--- src/rtl/freq_div_pkg.sv ---
// Shared types, constants and helpers for the frequency divider run controller.
package freq_div_pkg;

  typedef enum logic [1:0] {
    StIdle  = 2'd0,
    StRun   = 2'd1,
    StPause = 2'd2
  } state_t;

  localparam int unsigned COUNT_W = 26;

  localparam int unsigned PERIOD_0 = 1;
  localparam int unsigned PERIOD_1 = 12_500_000;
  localparam int unsigned PERIOD_2 = 25_000_000;
  localparam int unsigned PERIOD_3 = 50_000_000;

  // periods[s] is the tick period in clocks for speed code s.
  function automatic logic [COUNT_W-1:0] reload_value(input logic [1:0]        speed,
                                                      input logic [3:0][31:0] periods);
    logic [31:0] r;
    r = periods[speed] - 32'd1;
    return r[COUNT_W-1:0];
  endfunction

endpackage

--- src/rtl/terminal_counter.sv ---
// Loadable down-counter that stops at zero; load has priority over decrement.
module terminal_counter
  import freq_div_pkg::*;
#(
  parameter logic [COUNT_W-1:0] RESET_VALUE = '0
) (
  input  logic               clock,
  input  logic               reset,
  input  logic               load,
  input  logic [COUNT_W-1:0] load_value,
  input  logic               enable,
  output logic [COUNT_W-1:0] count,
  output logic               zero
);

  logic [COUNT_W-1:0] count_q;

  always_ff @(posedge clock) begin
    if (reset) begin
      count_q <= RESET_VALUE;
    end else if (load) begin
      count_q <= load_value;
    end else if (enable && !zero) begin
      count_q <= count_q - COUNT_W'(1);
    end
  end

  assign count = count_q;
  assign zero  = (count_q == '0);

endmodule

--- src/rtl/frequency_divider_ctrl.sv ---
// Run controller: turns a speed code into a periodic one-cycle tick, with run/pause/step/clear
// and speed changes deferred to a period boundary.
module frequency_divider_ctrl #(
  parameter int unsigned PERIOD_0    = freq_div_pkg::PERIOD_0,
  parameter int unsigned PERIOD_1    = freq_div_pkg::PERIOD_1,
  parameter int unsigned PERIOD_2    = freq_div_pkg::PERIOD_2,
  parameter int unsigned PERIOD_3    = freq_div_pkg::PERIOD_3,
  parameter logic [1:0]  RESET_SPEED = 2'b11
) (
  input  logic       clock,
  input  logic       reset,
  input  logic [1:0] speed,
  input  logic       speed_valid,
  output logic       speed_ready,
  input  logic       run,
  input  logic       step,
  input  logic       clear,
  output logic       tick,
  output logic [1:0] active_speed,
  output logic [1:0] state
);

  import freq_div_pkg::*;

  localparam int unsigned MaxPeriod = 32'd1 << COUNT_W;
  localparam logic [3:0][31:0] Periods = {32'(PERIOD_3), 32'(PERIOD_2),
                                          32'(PERIOD_1), 32'(PERIOD_0)};
  localparam logic [COUNT_W-1:0] ResetReload = reload_value(RESET_SPEED, Periods);

  if (PERIOD_0 < 1 || PERIOD_0 > MaxPeriod || PERIOD_1 < 1 || PERIOD_1 > MaxPeriod ||
      PERIOD_2 < 1 || PERIOD_2 > MaxPeriod || PERIOD_3 < 1 || PERIOD_3 > MaxPeriod) begin : g_bad
    $error("frequency_divider_ctrl: every period must lie in 1..2^26");
  end

  state_t             state_q, state_d;
  logic [1:0]         active_q, active_d;
  logic [1:0]         pending_speed_q, pending_speed_d;
  logic               pending_valid_q, pending_valid_d;
  logic               tick_q, tick_d;
  logic               accept, apply;
  logic               cnt_load, cnt_enable, cnt_zero;
  logic [1:0]         eff_speed;
  logic [COUNT_W-1:0] cnt_load_value;
  logic [COUNT_W-1:0] count;

  terminal_counter #(
    .RESET_VALUE (ResetReload)
  ) u_counter (
    .clock      (clock),
    .reset      (reset),
    .load       (cnt_load),
    .load_value (cnt_load_value),
    .enable     (cnt_enable),
    .count      (count),
    .zero       (cnt_zero)
  );

  // State register
  always_ff @(posedge clock) begin
    if (reset) begin
      state_q         <= StIdle;
      active_q        <= RESET_SPEED;
      pending_speed_q <= RESET_SPEED;
      pending_valid_q <= 1'b0;
      tick_q          <= 1'b0;
    end else begin
      state_q         <= state_d;
      active_q        <= active_d;
      pending_speed_q <= pending_speed_d;
      pending_valid_q <= pending_valid_d;
      tick_q          <= tick_d;
    end
  end

  // Next-state logic
  always_comb begin
    state_d = state_q;
    if (clear) begin
      state_d = StIdle;
    end else begin
      unique case (state_q)
        StIdle:  if (run)  state_d = StRun;
        StRun:   if (!run) state_d = StPause;
        StPause: if (run)  state_d = StRun;
        default: state_d = StIdle;
      endcase
    end
  end

  // Datapath: every reload uses the pending speed if one is waiting, since it applies that cycle.
  always_comb begin
    eff_speed      = pending_valid_q ? pending_speed_q : active_q;
    cnt_load_value = reload_value(eff_speed, Periods);
    cnt_load       = 1'b0;
    cnt_enable     = 1'b0;
    apply          = 1'b0;
    tick_d         = 1'b0;
    if (clear) begin
      apply    = pending_valid_q;
      cnt_load = 1'b1;
    end else begin
      unique case (state_q)
        StIdle: begin
          apply    = pending_valid_q;
          cnt_load = pending_valid_q;
        end
        StRun: begin
          if (cnt_zero) begin
            tick_d   = 1'b1;
            cnt_load = 1'b1;
            apply    = pending_valid_q;
          end else begin
            cnt_enable = 1'b1;
          end
        end
        StPause: begin
          apply    = pending_valid_q;
          cnt_load = pending_valid_q;
          if (!run && step) begin
            tick_d   = 1'b1;
            cnt_load = 1'b1;
          end
        end
        default: ;
      endcase
    end

    accept          = speed_valid && speed_ready;
    active_d        = apply ? pending_speed_q : active_q;
    pending_valid_d = apply ? 1'b0 : pending_valid_q;
    pending_speed_d = pending_speed_q;
    // Accept only happens with nothing pending, so it never collides with an apply.
    if (accept) begin
      pending_speed_d = speed;
      pending_valid_d = 1'b1;
    end
  end

  // Outputs
  always_comb begin
    speed_ready  = !pending_valid_q && !reset;
    tick         = tick_q;
    active_speed = active_q;
    state        = state_q;
  end

endmodule

--- config.mk ---
export PLATFORM = sky130hd
export DESIGN_NAME = frequency_divider_ctrl
export DESIGN_NICKNAME = d
export VERILOG_FILES = /design/src/rtl/freq_div_pkg.sv /design/src/rtl/terminal_counter.sv /design/src/rtl/frequency_divider_ctrl.sv
export SDC_FILE = /design/constraint.sdc
export NUM_CORES = 1
export LEC_CHECK = 0
export CAP_MARGIN = 20
export CORE_ASPECT_RATIO = 1.4
export CORE_MARGIN = 5
export CORE_UTILIZATION = 40
export DETAILED_ROUTE_END_ITERATION = 12
export GPL_ROUTABILITY_DRIVEN = 1
export PLACE_DENSITY_LB_ADDON = 0.08
export SLEW_MARGIN = 0
export SYNTH_ARGS = -nofsm -noshare
export SYNTH_HDL_FRONTEND = slang
export SYNTH_HIERARCHICAL = 1
export SYNTH_SLANG_ARGS = --single-unit
--- constraint.sdc ---
create_clock -name clock -period 4.1 [get_ports clock]
set_input_delay 0.615 -clock clock [delete_from_list [all_inputs] [get_ports clock]]
set_output_delay 0.615 -clock clock [all_outputs]
set_load 0.05 [all_outputs]
==> After elaboration in Yosys (flattened, before gate mapping) <==
Cells that the tools add are included.
{ "word_totals": {"reg_bits": 34, "inputBits": 8, "out_inout_bits": 6, "wordCells": 50} }
{ "op_classes": {"add_sub_neg": 2, "order_cmp": 1, "n_eq_ne": 4, "n_mux": 22, "n_reduce_logical": 15} }
{ "ops": {"columns": ["op", "n"], "rows": [
  ["$mux 26", 3],
  ["$bmux 32 s2", 1],
  ["$sub 26x1->26 const B", 2],
  ["$logic_not 26->1", 1],
  ["$mux 1", 11],
  ["$mux 2", 3],
  ["$logic_and 1x1->1", 4],
  ["$logic_not 1->1", 4],
  ["$pmux 1 s2", 2],
  ["$pmux 2 s2", 1],
  ["$reduce_bool 2->1", 2],
  ["$reduce_or 2->1", 2],
  ["$lt 2x3->1 const B", 1],
  ["$pmux 1 s3", 1],
  ["$eq 2x1->1 const B", 1],
  ["$eq 2x2->1 const B", 1],
  ["$logic_not 2->1", 1],
  ["$ne 2x1->1 const B", 1],
  ["$ne 2x2->1 const B", 1],
  ["$reduce_and 2->1", 1]
]} }

==> Longest topological paths before layout <==
Gate-level depths: netlist of the first run.
{ "logic_depth": {"depth_word": 7, "ltp_mapped": 12, "depth_no_buf": 12} }

==> Hierarchy <==
The synthesis of the first run kept the hierarchy.
{ "modules_own_cells": {"columns": ["module", "n_inst", "cells_each", "area_per_inst_um2", "seq_area_each_um2"], "rows": [
  ["terminal_counter", 1, 218, 1808.0, 520.5],
  ["frequency_divider_ctrl", 1, 63, 565.5, 160.2]
]} }

==> Worst setup path after synthesis of the first run <==
Ideal clock, no wire load.
{ "synth_path": {"path_kind": "reg2reg", "startpoint": "register u_counter.count_q[2], in the netlist u_counter/count[2]", "endpoint": "register u_counter.count_q[16], in the netlist u_counter/count[16]", "setup_ns": 0.115, "arrival_time_ns": 2.967, "required_time_ns": 3.985, "slack_ns": 1.018, "path_stages_with_launch": 13, "path_buffers": 4, "period_less_slack_ns": 3.082, "cell_sequence": "dfxtp_1 > or4_1 > buf_2 > or4_4 > buf_6 > nor2_1 > nand2_1 > a31oi_1 > or2_1 > clkbuf_1 > clkbuf_1 > a21oi_1 > o21a_1"} }
{ "synth_via": {"word_cells_on_any_way": 13, "cone_classes": "add/sub: 1; mux: 8; reduce/logical: 4"} }
{ "synth_lines": {"columns": ["item", "line_no", "source"], "rows": [
  ["from (decl)", "terminal_counter.sv:16", "logic [COUNT_W-1:0] count_q;"],
  ["from (signal assigned)", "terminal_counter.sv:22", "count_q <= load_value;"],
  ["from (signal assigned)", "terminal_counter.sv:24", "count_q <= count_q - COUNT_W'(1);"],
  ["$logic_not 26->1 *", "terminal_counter.sv:29", "assign zero = (count_q == '0);"],
  ["via cnt_zero", "frequency_divider_ctrl.sv:41", "logic cnt_load, cnt_enable, cnt_zero;"],
  ["$mux 1 *", "frequency_divider_ctrl.sv:108", "if (cnt_zero) begin"],
  ["$pmux 1 s3 *", "frequency_divider_ctrl.sv:102", "unique case (state_q)"],
  ["$mux 1 *", "frequency_divider_ctrl.sv:98", "if (clear) begin"],
  ["via cnt_load", "frequency_divider_ctrl.sv:41", null],
  ["$mux 26 / $reduce_bool 2->1 (equally long branches)", null, null]
]} }
Mark *: on every way through the listed nets, which the timed path passes. The rest lies on a longest branch. The select of a mux whose other input is x is not followed.
A chain may end at the register's enable or synchronous reset.

==> Worst setup path in the final report of the first run <==
{ "layout_path": {"startpoint": "register u_counter.count_q[0], in the netlist u_counter/count[0]", "endpoint": "register u_counter.count_q[5], in the netlist u_counter/count[5]"} }
{ "layout_via": {"elab_chain_cells": 6, "word_cells_on_any_way": 13, "cone_classes": "add/sub: 1; mux: 8; reduce/logical: 4"} }
{ "layout_lines": {"columns": ["item", "line_no", "source"], "rows": [
  ["$logic_not 26->1", "terminal_counter.sv:29", null],
  ["via cnt_zero", "frequency_divider_ctrl.sv:41", null],
  ["$mux 1", "frequency_divider_ctrl.sv:108", null],
  ["$mux 1", "frequency_divider_ctrl.sv:102", null],
  ["$mux 1", "frequency_divider_ctrl.sv:98", null],
  ["via cnt_enable", "frequency_divider_ctrl.sv:41", null],
  ["$logic_and 1x1->1", "terminal_counter.sv:23", "end else if (enable && !zero) begin"],
  ["$reduce_bool 2->1 (no source line)", null, null]
]} }
The timed path passes the listed nets, and every way through them passes these cells. The select of a mux whose other input is x is not followed.

==> results of run 1 <==
registers in the layout, indices dropped and copies added (netlist names):
signal           count
pending_speed_q      2
active_speed         2
pending_valid_q      1
tick                 1
u_counter/count     26
state                2
metrics by stage:
step	std cells	total power, mW	setup WS [ps]	hold slack (ps)
6_report	361	0.753	694	524
5_1_grt	361	0.795	337	550
4_1_cts	361	0.768	315	526
3_5_place_dp	353	0.503	338	505
3_3_place_gp	353	0.502	374	506
2_1_floorplan	283	0.463	1020	484
cells in the mapped netlist, types with 5 or more instances:
cell type,n
a211oi_1,12
a21oi_1,9
clkbuf_1,13
dfxtp_1,34
ha_1,11
inv_1,13
nand2_1,7
nand2b_1,5
nand3b_1,6
nand4_1,7
nor2_1,13
nor3_1,26
nor3b_1,15
nor4_1,15
o21ai_0,8
o31a_1,5
or4_1,5
xnor2_1,5
report_power, final:
group,switching (mW),leakage [nW],internal [mW]
Combinational,0.0710,0.524,0.0512
Clock,0.122,0.0482,0.136
Sequential,0.0246,0.279,0.349
timing repair:
item / in CTS / in global routing
hold endpoints to repair: 0 / 0
resized for setup: 0 / 1
setup endpoints to repair: 0 / 2
hold buffers: 0 / 0
layout by cell type, fill, tap and decap left out, types with 3 or more instances in the layout:
cell type | synthesis | layout
a211oi_1 | 12 | 12
a21oi_1 | 9 | 9
a31oi_1 | 3 | 3
and2_1 | 3 | 3
and3_1 | 4 | 4
buf_4 | 0 | 3
clkbuf_8 | 0 | 6
clkdlybuf4s50_1 | 0 | 12
conb_1 | 1 | 3
dfxtp_1 | 34 | 34
ha_1 | 11 | 11
inv_1 | 13 | 13
nand2_1 | 7 | 7
nand2b_1 | 5 | 5
nand3_1 | 4 | 4
nand3b_1 | 6 | 6
nand4_1 | 7 | 7
nor2_1 | 13 | 13
nor2b_1 | 3 | 3
nor3_1 | 26 | 26
nor3b_1 | 15 | 14
nor4_1 | 15 | 15
nor4_2 | 3 | 3
nor4b_1 | 4 | 4
o21a_1 | 3 | 3
o21ai_0 | 8 | 8
o31a_1 | 5 | 5
or3_1 | 4 | 4
or4_1 | 5 | 5
xnor2_1 | 5 | 5
xor2_1 | 3 | 3
metal layers:
layer / wire, um / vias to the layer above / GRT usage [%]
met5: 0 / - / 0
met4: 171 / 0 / 7.26
met2: 3100 / 33 / 30.1
met3: 143 / 12 / 2.88
met1: 2690 / 1026 / 21.3
li1: - / 1093 / -
layout make-up:
cell class | count | share of cell area [%]
Clock buffer | 7 | 3.27
Clock inverter | 1 | 0.189
Inverter | 14 | 1.99
Multi-Input combinational cell | 219 | 59.9
Sequential cell | 34 | 25.8
Tap cell | 70 | 3.31
Timing Repair Buffer | 16 | 5.59
final timing paths:
| check | endpoint | depth (start not counted) | startpoint |
|---|---|---|---|
| max | u_counter/count[5]$_SDFFE_PP1P_ | 11 | u_counter/count[0]$_SDFFE_PP1P_ |
| min | u_counter/count[7]$_SDFFE_PP0P_ | 2 | u_counter/count[7]$_SDFFE_PP0P_ |
| max reg2reg | u_counter/count[5]$_SDFFE_PP1P_ | 11 | u_counter/count[0]$_SDFFE_PP1P_ |
| min reg2reg | u_counter/count[7]$_SDFFE_PP0P_ | 2 | u_counter/count[7]$_SDFFE_PP0P_ |
worst reg2reg max path, cell delays in order (launching register included):
cell and delay [ps]:
dfxtp_1 400, inv_1 90, ha_1 290, nor4b_1 180, nand4_1 330, nor2_1 160, nor3b_2 550, or3b_2 580
nor4_1 160, o21ai_0 170, nor4b_1 280, a211oi_1 90
kinds of logic (layout without fill, tap and decap cells):
| kind of cell | count (synthesis) | after routing | synth area share, % |
|---|---|---|---|
| flip-flops | 34 | 34 | 28.7 |
| buffers and inverters | 30 | 38 | 5.17 |
| XOR/XNOR | 8 | 8 | 2.95 |
| AO/OA/AOI/OAI | 58 | 58 | 18.6 |
| adder cells (fa/ha/maj) | 11 | 11 | 5.80 |
| other | 1 | 3 | 0.158 |
| AND/OR/NAND/NOR | 135 | 135 | 36.9 |
| multiplexers | 4 | 4 | 1.79 |
==> impl_metrics.ini, run 1 <==
[run_status]
outcome = complete, no violations

[grt]
antenna_found_initial = 0
grt_pass1_wl_um = 10300
gr-total-overflow = 0
grt_util_all_layers_pct = 17.6
grt_pass1_vias = 2095
grt_max_degree = 45

[placement]
place.detailed.hpwl_um = 4510
post_dp_cell_area_mm2 = 0.00255
io_buffers = 13
place_congestion = 0.861

[cells_and_area]
regArea_um2 = 681
drive_gt1_share_pct = 9.62
fin_util_pct = 45.4
multi_input_area_mm2 = 0.00158
area_delta_synth_final_pct = 11.3
diodes = 0
nFillCells = 583
final_nets = 309
design_area_mm2 = 0.00264

[critical_path]
crit_chain = inv_1, ha_1, nor4b_1, nand4_1, nor2_1, nor3b_2, or3b_2, nor4_1, o21ai_0, nor4b_1, a211oi_1
cpLargestDelayFamily = simple AND/OR/NAND/NOR gates
cp.required_ps = 4250
cp_common_cell = nor4b_1
worst_path_max_delay_cell = or3b_2
worstPathArrival_ps = 3560
end_kind = flop
slowest_delay_ps = 580
rrSetupSlack_ps = 690
timing_worst_setup_path_type = reg -> reg
crit_buf_inv = 1
start_kind = flop
worstPathMaxFanout = 8

[min_path]
hp-class = reg -> reg

[power]
ir_drop_mv = 0.132
p_per_area_mw_per_mm2 = 285
p_leak_nw = 0.851

[floorplanning]
core_mm2 = 0.00582
ioPinCount = 14
start_util_pct = 40.8
dieArea_mm2 = 0.00760
die_h_um = 101
placementRows = 33
chipWidth_um = 75.1

[clock_network]
htreeDepth = 2
clockBufferDepth = 2
cts_setup_buffers = 0
cts_root_buf = clkbuf_8
cts_sinks = 34
clk_latency_ps = 280
path_clk_slew_ps = 70
cts_inserted_buffers = 5
cts_tree = done

[synth]
ys_ff_latch = 34
synth_edf_count = 0
ys.flop_type = dfxtp_1
yosysSeqAreaShare_pct = 28.7
synth_top_area_cell = dfxtp_1
avgSynthCellArea_um2 = 8.45
synth_area_leaders = dfxtp_1, ha_1, nor3_1
yosysTopAreaCellShare_pct = 28.7
syn-cell-area_mm2 = 0.00237
synth.distinct_cells = 55
yosys_warnings = 6
netlist_instances = 281
ys_async_sr_fraction_pct = 0

[drt]
drt-wirelength-per-cell_um = 16.9
ant_nets = 0
routed_via_density = 5.99
firstDrtPassIters = 4
routed_wl_um = 6100
drcViolationCount = 0
initialDrtViolationCount = 102
num_vias = 2164

[sta]
rsz0062_at_grt = false
maxSlewViolCount = 0
min_period_over_period_pct = 83.1
tns_ps = 0
hold_violations = 0
max_freq_mhz = 294
finalCriticalPeriod_ps = 3410
finalSetupViolCount = 0
slew_headroom_pct = 54.8
worstMarginPinSlew_ps = 672
clock_skew_ps = 6.01

[job]
maxCapViolations = 0
(Power assumes the default switching activity.)
==> inputs of run 2 (changes only) <==
Clock period 4.1 ns to 3.13 ns, I/O delays scaled along.
==> run 2 against run 1 <==
Cell count grew 3.6%. Clock skew grew 4.4 ps. Hold slack gained 10 ps. First-iteration DRC count grew 15%. Non-clock buffer count grew 13. Worst setup slack lost 490 ps. Sequential share of layout area shrank 1.2 points. Die area is the same. Count of clock-buffer cells in the layout is the same. Routed wire length grew 3.3%.
==> impl_metrics.ini, run 2 (synthesized netlist as in run 1, its figures left out) <==
[clock_network]
ctsHoldBuffers = 0
clockBufferDepth = 2
cts_inserted_buffers = 5
clk_latency_ps = 290
cts_sinks = 34
cts_root_buf = clkbuf_8
htreeDepth = 2
cts_tree = done
path_clk_slew_ps = 80

[min_path]
hold_path_startpoint = u_counter/count[7]$_SDFFE_PP0P_
hp-class = reg -> reg
whs_path_depth = 2
min_to = u_counter/count[7]$_SDFFE_PP0P_

[sta]
worstMarginPinSlew_ps = 656
clock_skew_ps = 10.4
slew_headroom_pct = 55.8
whs_ps = 534
finalSetupViolCount = 0
maxSlewViolCount = 0
min_period_over_period_pct = 93.5
max_freq_mhz = 342
finalCriticalPeriod_ps = 2930
rsz0062_at_grt = true
hold_violations = 0

[critical_path]
timing_worst_setup_path_type = reg -> reg
end_kind = flop
crit_chain = or4_1, or4_4, nor2_2, nand2_1, a31oi_1, or2_1, clkinvlp_4, buf_12, nor3_1, a211oi_1
cp.required_ps = 3290
worstPathArrival_ps = 3090
slowest_delay_ps = 570
ff2ff_path_depth = 10
reg2reg_from = u_counter/count[2]$_SDFFE_PP1P_
worstPathMaxFanout = 9
rrSetupSlack_ps = 200
start_kind = flop
crit_buf_inv = 2
cpLargestDelayFamily = simple AND/OR/NAND/NOR gates
worst_path_max_delay_cell = or4_1
timing.rr.end = u_counter/count[6]$_SDFFE_PP1P_

[grt]
grt_util_all_layers_pct = 18.1
grt_max_degree = 54
grt_pass1_vias = 2189
grt_pass1_wl_um = 10400
gr-total-overflow = 0
antenna_found_initial = 0

[drt]
highest_layer = met4
firstDrtPassIters = 4
drcViolationCount = 0
num_vias = 2207
routed_via_density = 5.90
ant_nets = 0
wl_met1_um = 2480
drt-wirelength-per-cell_um = 16.8
wl_met3_um = 210
route.met2.wl_um = 3460
routed_wl_um = 6300
initialDrtViolationCount = 117

[power]
power_mw = 1.00
p_per_area_mw_per_mm2 = 362
ir_drop_mv = 0.218
p_leak_nw = 0.923

[cells_and_area]
most-common-layout-cells = dfxtp_1, nor3_1, nor3b_1, nor4_1, buf_4
nFillCells = 572
largest_reg_flops = 26
drive_gt1_share_pct = 13.8
final_nets = 322
area_delta_synth_final_pct = 16.9
layoutNonFillerInstCount = 374
layout_commonest_cell = dfxtp_1
design_area_mm2 = 0.00278
diodes = 0

[placement]
place_inst = 364
io_buffers = 13
place.detailed.hpwl_um = 4740
place_congestion = 0.850
post_dp_cell_area_mm2 = 0.00264

[floorplanning]
placementRows = 33
chipWidth_um = 75.1
start_util_pct = 40.8
ioPinCount = 14
dieArea_mm2 = 0.00760
core_mm2 = 0.00582
die_h_um = 101

[run_status]
outcome = complete, no violations

[job]
maxCapViolations = 0
## run 2: cell count changes in the layout (fill, tap and decap cells not counted)
cell,change
buf_4,+11
buf_12,+2
clkinvlp_4,+1
inv_1,-1
nor2_1,-1
nor2_2,+1
nor3b_1,+1
nor3b_2,-1
nor4_2,-1
nor4_4,+1
## run 2: metal layers
layer | track usage (%) | vias up
met5 | 0 | -
met4 | 7.81 | 0
met3 | 3.18 | 12
met2 | 33.4 | 39
met1 | 19.5 | 1041
li1 | - | 1115
## run 2: per-stage QoR
stage          utilization (%)  setup TNS, ps  worst slack [ps]
6_report                  47.7              0               204
3_5_place_dp              45.4              0               140
5_1_grt                   47.7          -4.42             -4.42
2_1_floorplan                -              0              48.5
4_1_cts                   46.9              0               102
3_3_place_gp              45.4              0               186
## run 2: worst max-delay path by stage
stage / from / endpoint / depth (start not counted)
2_1_floorplan: u_counter/count[2]$_SDFFE_PP1P_ / u_counter/count[16]$_SDFFE_PP0P_ / 12
3_3_place_gp: u_counter/count[0]$_SDFFE_PP1P_ / u_counter/count[22]$_SDFFE_PP1P_ / 12
3_5_place_dp: u_counter/count[0]$_SDFFE_PP1P_ / u_counter/count[22]$_SDFFE_PP1P_ / 12
4_1_cts: u_counter/count[0]$_SDFFE_PP1P_ / u_counter/count[22]$_SDFFE_PP1P_ / 12
5_1_grt: u_counter/count[2]$_SDFFE_PP1P_ / u_counter/count[6]$_SDFFE_PP1P_ / 10
6_report: u_counter/count[2]$_SDFFE_PP1P_ / u_counter/count[6]$_SDFFE_PP1P_ / 10
## run 2: cell type report
cell class                      instances  area (um2)  share of cell area (%)
Multi-Input combinational cell        219        1590                    57.3
Sequential cell                        34         681                    24.5
Timing Repair Buffer                   29         270                    9.74
Tap cell                               70        87.6                    3.16
Clock buffer                            7        86.3                    3.11
Inverter                               14        56.3                    2.03
Clock inverter                          1        5.00                   0.180
## run 2: report_power, final
group	switching [mW]	total, mW	internal, mW
logic	0.0991	0.176	0.0765
registers	0.0299	0.487	0.457
clock network	0.164	0.342	0.178
## run 2: worst min-delay path: stages, from the launching register on
cell and delay [ps]:
dfxtp_1 330, o31ai_1 70, a311oi_1 90
## run 2: what timing repair did
action | CTS | global route
resized for setup | 0 | 3
endpoints found under the setup margin | 0 | 4
setup buffers | 0 | 2
==> inputs of run 3 (changes only) <==
Settings changed: CORE_MARGIN 5 to 2.
==> run 3 against run 2 <==
Non-clock buffer count up 8. Via count grew 4.0%. Clock power grew 20%. Fmax increased by 1.1%. Critical path type unchanged. Largest power group unchanged. Die area decreased by 13%. Hold slack lost 0.89 ps.
==> impl_metrics.ini, run 3 (synthesized netlist as in run 1, its figures left out) <==
[placement]
place.detailed.hpwl_um = 4890
place_inst = 372
io_buffers = 13
place_congestion = 0.813

[drt]
routed_wl_um = 6630
drt-wirelength-per-cell_um = 17.4
initialDrtViolationCount = 138
drcViolationCount = 0
ant_nets = 0
firstDrtPassIters = 4
routed_via_density = 6.01
num_vias = 2295

[critical_path]
cp_common_cell = nor4b_1
crit_chain = inv_1, ha_1, nor4b_1, nand4_1, nor2_2, nor3b_2, or3b_2, nor4_1, o21ai_0, nor4b_1, a211oi_1
slowest_delay_ps = 580
cp.required_ps = 3300
end_kind = flop
crit_buf_inv = 1
start_kind = flop
timing_worst_setup_path_type = reg -> reg
worst_path_max_delay_cell = or3b_2
cpLargestDelayFamily = simple AND/OR/NAND/NOR gates
worstPathMaxFanout = 8
worstPathArrival_ps = 3060

[power]
power_mw = 1.08
ir_drop_mv = 0.259
p_leak_nw = 0.960
p_per_area_mw_per_mm2 = 380

[sta]
worstMarginPinSlew_ps = 732
hold_violations = 0
finalCriticalPeriod_ps = 2900
whs_ps = 533
max_freq_mhz = 345
rsz0062_at_grt = false
maxSlewViolCount = 0
clock_skew_ps = 4.97
slew_headroom_pct = 50.7
finalSetupViolCount = 0
min_period_over_period_pct = 92.5

[cells_and_area]
diodes = 0
drive_gt1_share_pct = 17.0
area_delta_synth_final_pct = 20.1
most-common-layout-cells = dfxtp_1, nor3_1, buf_4
final_nets = 330
layout_commonest_cell = dfxtp_1
largest_reg_flops = 26
nFillCells = 576
layoutNonFillerInstCount = 382

[grt]
gr-total-overflow = 0
antenna_found_initial = 0
grt_pass1_wl_um = 10900
grt_max_degree = 54
grt_pass1_vias = 2210
grt_util_all_layers_pct = 20.8

[floorplanning]
core_mm2 = 0.00578
chipWidth_um = 69.1
dieArea_mm2 = 0.00658
die_h_um = 95.1
placementRows = 33
start_util_pct = 41.1
ioPinCount = 14

[clock_network]
path_clk_slew_ps = 70
clockBufferDepth = 2
cts_tree = done
cts_sinks = 34
htreeDepth = 2
clk_latency_ps = 290
cts_inserted_buffers = 5
cts_root_buf = clkbuf_8

[job]
maxCapViolations = 0

[min_path]
hp-class = reg -> reg

[run_status]
outcome = complete, no violations
run 3: layout make-up:
type,count,area (um2),share of cell area (%)
clock buffers,5,68.8,2.41
clock inverters,3,40.0,1.40
inverters,14,56.3,1.97
multi-input cells,219,1590,55.7
flip-flops and latches,34,681,23.9
well taps,70,87.6,3.07
repair buffers,37,330,11.6
run 3: worst paths after layout:
path / startpoint / endpoint / slack (ps) / depth (start not counted)
max: u_counter/count[0]$_SDFFE_PP1P_ / u_counter/count[5]$_SDFFE_PP1P_ / 230 / 11
min: u_counter/count[7]$_SDFFE_PP0P_ / u_counter/count[7]$_SDFFE_PP0P_ / 530 / 2
max reg2reg: u_counter/count[0]$_SDFFE_PP1P_ / u_counter/count[5]$_SDFFE_PP1P_ / 230 / 11
min reg2reg: u_counter/count[7]$_SDFFE_PP0P_ / u_counter/count[7]$_SDFFE_PP0P_ / 530 / 2
run 3: through the flow:
step	setup WS, ps	cell area (um2)	util (%)	setup TNS (ps)
2_1_floorplan	48.5	2380	-	0
3_3_place_gp	-102	2700	46.7	-114
3_5_place_dp	-81.1	2700	46.7	-81.1
4_1_cts	24.9	2820	48.7	0
5_1_grt	48.7	2850	49.3	0
6_report	234	2850	49.3	0
run 3: repair_timing:
item                                    in CTS  in global routing
buffers inserted                             0                  2
resized for setup                            1                  3
endpoints found under the setup margin       1                 16
hold buffers                                 0                  0
run 3: layer usage:
metal  track usage, %  vias up  wire (um)
met2             38.2       57       3430
met4             9.64        0        249
met1             24.0     1086       2800
met3             2.75       18        156
met5                0        -          0
li1                 -     1134          -
run 3: where the power goes:
part / internal (mW) / switching [mW]
Sequential: 0.457 / 0.0255
Combinational: 0.0844 / 0.107
Clock: 0.235 / 0.174
run 3: worst register-to-register path: stages, from the launching register on:
cell and delay (ps):
dfxtp_1 380, inv_1 80, ha_1 220, nor4b_1 140
nand4_1 120, nor2_2 80, nor3b_2 480, or3b_2 580
nor4_1 170, o21ai_0 160, nor4b_1 280, a211oi_1 80
